File: config.mk
export PLATFORM = sky130hd
export DESIGN_NAME = alu_instr_issuer
export DESIGN_NICKNAME = d
export VERILOG_FILES = /design/src/rtl/alu_issuer_pkg.sv /design/src/rtl/alu_prog_mem.sv /design/src/rtl/alu_instr_issuer.sv
export SDC_FILE = /design/constraint.sdc
export NUM_CORES = 1
export LEC_CHECK = 0
export ABC_AREA = 1
export CORE_MARGIN = 8
export CORE_UTILIZATION = 50
export DETAILED_ROUTE_END_ITERATION = 10
export PLACE_DENSITY_LB_ADDON = 0.1
export SYNTH_ARGS = -nofsm -noshare
export SYNTH_HDL_FRONTEND = slang
export SYNTH_HIERARCHICAL = 1
export SYNTH_SLANG_ARGS = --single-unit
File: constraint.sdc
create_clock -name clk -period 9.1 [get_ports clk]
set_input_delay 1.82 -clock clk [delete_from_list [all_inputs] [get_ports clk]]
set_output_delay 1.82 -clock clk [all_outputs]
set_load 0.01 [all_outputs]
File: src/rtl/alu_issuer_pkg.sv
// Shared definitions for the ALU instruction issuer.
// Covers instruction field positions, opcode values and FSM state encodings.
package alu_issuer_pkg;

    localparam int INSTR_W  = 12;
    localparam int HALT_BIT = 11;
    localparam int SEL_MSB  = 10;
    localparam int SEL_LSB  = 8;
    localparam int RS_MSB   = 7;
    localparam int RS_LSB   = 4;
    localparam int RT_MSB   = 3;
    localparam int RT_LSB   = 0;

    localparam logic [2:0] OP_SUB  = 3'b000;
    localparam logic [2:0] OP_ADD  = 3'b001;
    localparam logic [2:0] OP_OR   = 3'b010;
    localparam logic [2:0] OP_AND  = 3'b011;
    localparam logic [2:0] OP_SRA  = 3'b100;
    localparam logic [2:0] OP_ROTL = 3'b101;
    localparam logic [2:0] OP_LT   = 3'b110;
    localparam logic [2:0] OP_EQ   = 3'b111;

    typedef enum logic [1:0] {
        ST_IDLE   = 2'd0,
        ST_SETTLE = 2'd1,
        ST_HOLD   = 2'd2
    } state_t;

endpackage

File: src/rtl/alu_prog_mem.sv
// Program store: DEPTH x INSTR_W registers with async clear, synchronous write
// and two combinational read ports (current entry and the one to issue next).
module alu_prog_mem
    import alu_issuer_pkg::*;
#(
    parameter int DEPTH = 8,
    parameter int AW    = 3
) (
    input  logic               clk,
    input  logic               rst,
    input  logic               we,
    input  logic [AW-1:0]      waddr,
    input  logic [INSTR_W-1:0] wdata,
    input  logic [AW-1:0]      raddr_a,
    output logic [INSTR_W-1:0] rdata_a,
    input  logic [AW-1:0]      raddr_b,
    output logic [INSTR_W-1:0] rdata_b
);

    logic [INSTR_W-1:0] mem [DEPTH];

    always_ff @(posedge clk or posedge rst) begin
        if (rst) begin
            for (int i = 0; i < DEPTH; i++) begin
                mem[i] <= '0;
            end
        end else if (we) begin
            mem[waddr] <= wdata;
        end
    end

    assign rdata_a = mem[raddr_a];
    assign rdata_b = mem[raddr_b];

endmodule

File: src/rtl/alu_instr_issuer.sv
// Steps a loadable program through the 4-bit ALU datapath and captures each result.
// Optional single-step mode (HOLD state, step port) is enabled by ALU_ISSUER_STEP_EN.
module alu_instr_issuer
    import alu_issuer_pkg::*;
#(
    parameter int DEPTH  = 8,
    parameter int AW     = 3,
    parameter int SETTLE = 2
) (
    input  logic          clk,
    input  logic          rst,
    input  logic          load_en,
    input  logic [AW-1:0] load_addr,
    input  logic [11:0]   load_instr,
    input  logic          start,
`ifdef ALU_ISSUER_STEP_EN
    input  logic          step,
`endif
    output logic [3:0]    rs,
    output logic [3:0]    rt,
    output logic [2:0]    sel,
    input  logic [3:0]    rd,
    output logic          res_valid,
    output logic [3:0]    res_data,
    output logic [AW-1:0] res_idx,
    output logic          busy,
    output logic          done
);

    localparam int CW = (SETTLE > 1) ? $clog2(SETTLE) : 1;

    state_t             state;
    state_t             state_nx;
    logic [AW-1:0]      pc;
    logic [CW-1:0]      cnt;
    logic [AW-1:0]      nxt_addr;
    logic [INSTR_W-1:0] cur_instr;
    logic [INSTR_W-1:0] nxt_instr;
    logic               last_entry;
    logic               mem_we;
    logic               launch;
    logic               capture;
`ifdef ALU_ISSUER_STEP_EN
    logic               resume;
`endif

    // Port b fetches entry 0 while idle (for start) and entry pc+1 while running.
    assign nxt_addr = (state == ST_IDLE) ? '0 : pc + AW'(1);

    alu_prog_mem #(
        .DEPTH (DEPTH),
        .AW    (AW)
    ) u_mem (
        .clk     (clk),
        .rst     (rst),
        .we      (mem_we),
        .waddr   (load_addr),
        .wdata   (load_instr),
        .raddr_a (pc),
        .rdata_a (cur_instr),
        .raddr_b (nxt_addr),
        .rdata_b (nxt_instr)
    );

    assign last_entry = cur_instr[HALT_BIT] || (pc == AW'(DEPTH - 1));

    always_ff @(posedge clk or posedge rst) begin
        if (rst) begin
            state <= ST_IDLE;
        end else begin
            state <= state_nx;
        end
    end

    always_comb begin
        state_nx = state;
        unique case (state)
            ST_IDLE: begin
                if (start && !load_en) begin
                    state_nx = ST_SETTLE;
                end
            end
            ST_SETTLE: begin
                if (cnt == CW'(SETTLE - 1)) begin
                    if (last_entry) begin
                        state_nx = ST_IDLE;
                    end else begin
`ifdef ALU_ISSUER_STEP_EN
                        state_nx = ST_HOLD;
`else
                        state_nx = ST_SETTLE;
`endif
                    end
                end
            end
`ifdef ALU_ISSUER_STEP_EN
            ST_HOLD: begin
                if (step) begin
                    state_nx = ST_SETTLE;
                end
            end
`endif
            default: state_nx = ST_IDLE;
        endcase
    end

    always_comb begin
        mem_we  = 1'b0;
        launch  = 1'b0;
        capture = 1'b0;
`ifdef ALU_ISSUER_STEP_EN
        resume  = 1'b0;
`endif
        busy    = (state != ST_IDLE);
        case (state)
            ST_IDLE: begin
                mem_we = load_en;
                launch = start && !load_en;
            end
            ST_SETTLE: begin
                capture = (cnt == CW'(SETTLE - 1));
            end
`ifdef ALU_ISSUER_STEP_EN
            ST_HOLD: begin
                resume = step;
            end
`endif
            default: ;
        endcase
    end

    // The next instruction is issued on the same edge that captures the current result.
    always_ff @(posedge clk or posedge rst) begin
        if (rst) begin
            pc        <= '0;
            cnt       <= '0;
            rs        <= '0;
            rt        <= '0;
            sel       <= '0;
            res_valid <= 1'b0;
            res_data  <= '0;
            res_idx   <= '0;
            done      <= 1'b0;
        end else begin
            res_valid <= 1'b0;
            done      <= 1'b0;
            if (launch) begin
                pc  <= '0;
                cnt <= '0;
                rs  <= nxt_instr[RS_MSB:RS_LSB];
                rt  <= nxt_instr[RT_MSB:RT_LSB];
                sel <= nxt_instr[SEL_MSB:SEL_LSB];
            end else if (capture) begin
                res_data  <= rd;
                res_idx   <= pc;
                res_valid <= 1'b1;
                if (last_entry) begin
                    done <= 1'b1;
                end else begin
                    pc  <= pc + AW'(1);
                    cnt <= '0;
                    rs  <= nxt_instr[RS_MSB:RS_LSB];
                    rt  <= nxt_instr[RT_MSB:RT_LSB];
                    sel <= nxt_instr[SEL_MSB:SEL_LSB];
                end
            end else if (state == ST_SETTLE) begin
                cnt <= cnt + CW'(1);
`ifdef ALU_ISSUER_STEP_EN
            end else if (resume) begin
                cnt <= '0;
`endif
            end
        end
    end

endmodule

==> metrics.csv <==
metric,value,unit
outcome,"finished, final reports clean",
cts_setup_buffers,0,
synth-warning-count,6,
syn_nets,810,
hold_buffers,0,
chipWidth,124,um
ff_latch_area,3030,sq um
routabilityCongestion,0.790,
cp.arrival,3.89,ns
grt_max_degree,50,
holdCritPathClass,reg2reg,
antenna_found_initial,0,
die_area,15400,sq um
grt_overflow_total,0,
drc,0,
die_h,124,um
crit_fanout,24,
core,11400,sq um
cp.required,9.40,ns
cts_inserted_buffers,17,
start_util,51.3,%
clock-sinks,121,
area_delta_synth_final,18.6,%
antenna_left,0,
cp_num_buf_inv,3,
setup_slack,5.50,ns
crit_family,simple AND/OR/NAND/NOR gates,
reg2reg_slack,5.92,ns
slowest_delay,0.72,ns
grt_setup_unrepaired,false,
io_buffers,43,
clock_latency,0.42,ns
drtIter0Drc,454,
nets,826,
hold_viol_final,0,
cts_tree,yes,
peakVddDrop,209,uV
n_fill_cell,1032,
syn_avg_cell_area,7.46,sq um
wl_per_cell,15.2,um
htreeDepth,4,
power.leakage,3.70,nW
syn-cell-area,5850,sq um
postLayoutCellArea,6940,sq um
dr.pass1.iters,5,
post_cts_resized,0,
place_ws,5.13,ns
routed_wl,14500,um
hold_ws,0.481,ns
maxSlewViolCount,0,
layout_min_cycle_time,3.60,ns
rows,39,
netlist_instances,785,
crit_type,in2reg,
grt_pass1_wl,24000,um
grtUsageTotal,20.4,%
powerDensity,384,nW/um^2
max_clock_freq,278,MHz
cpMostUsedCell,inv_1,
clk_pin_slew_worst_paths,0.05,ns
tightest_slew,0.995,ns
critical_path.cell_chain,"clkdlybuf4s50_1, inv_1, nor2_1, inv_1, nor2_2, nand3_1, o21ai_0",
antenna_cells,0,
finalClockSkew,0.00529,ns
crit_path_end_kind,flip-flop,
placed_area,6240,sq um
routed_via_density,5.03,
setup_tns,0,ns
critPathSlowestCell,nand3_1,
setup_viol,0,
cap_violations,0,
multi_input_area,2100,sq um
final_layout_size_suffix_gt1_share,5.90,%
slew_headroom,33.5,%
cts_root_buf,clkbuf_16,
final_core_util,60.8,%
clock_path_buffers,2,
io_pins,44,
period_share,39.5,%
cp-start-kind,input port,
dpl.hpwl,8900,um
vias,4815,
grt_pass1_vias,4676,
## through the flow
stage	std cells	power (mW)
2_1_floorplan	785	1.61
3_3_place_gp	925	1.84
3_5_place_dp	925	1.87
4_1_cts	957	2.68
5_1_grt	957	2.88
6_report	957	2.67
## worst paths after layout
check,start,endpoint,depth (start not counted)
max reg2reg,pc[0]$_DFFE_PP0P_,rt[1]$_DFFE_PP0P_,10
max,load_en,u_mem/mem[13]$_DFFE_PP0P_,7
min reg2reg,u_mem/mem[29]$_DFFE_PP0P_,u_mem/mem[29]$_DFFE_PP0P_,2
min,u_mem/mem[29]$_DFFE_PP0P_,u_mem/mem[29]$_DFFE_PP0P_,2
min in group asynchronous,rst,u_mem/mem[95]$_DFFE_PP0P_,2
max in group asynchronous,rst,u_mem/mem[35]$_DFFE_PP0P_,3
## report_power, final
part | leakage [nW] | internal (mW) | switching, mW
Clock | 0.343 | 0.554 | 0.239
Sequential | 1.52 | 0.791 | 0.140
Combinational | 1.83 | 0.353 | 0.589
Total | 3.70 | 1.70 | 0.968
## layer usage
layer  wire (um)  share of wire (%)  up-vias  track usage, %
li1            -                  -     2410               -
met1        6630                 46     2249            26.8
met2        6660                 46      136            32.2
met3        1020                7.0       20            5.53
met4         210                1.4        0            6.32
met5           0                  0        -               0
## placed cells by master (no fill, tap or decap), types with 3 or more instances in the layout
cell             instances
nand2_1                307
clkdlybuf4s50_1         43
o21ai_0                 97
bufinv_16                7
clkbuf_16               17
inv_1                  122
nor2_1                   8
inv_2                    4
nor2_2                   3
dfrtp_1                121
nand3_1                 65
clkinv_2                 5
## sequential cells by signal, indices dropped and copies added (netlist names)
register and count:
sel 3, rt 4, cnt 1, res_valid 1, pc 3, u_mem/mem 96
res_idx 3, rs 4, done 1, res_data 4, state 1
## tightest hold or removal path, stage by stage (launching register included)
cell     delay (ns)
dfrtp_1        0.34
nand2_1        0.05
o21ai_0        0.06
## cell type report
cell class | instances | area share [%]
clock inverter | 13 | 3.55
clock buffer | 19 | 6.53
timing repair buffer | 45 | 6.42
tap | 143 | 2.58
inverter | 128 | 7.01
multi-input combinational | 488 | 30.3
sequential | 121 | 43.6
No activity file was read; power rests on OpenSTA's default activity.
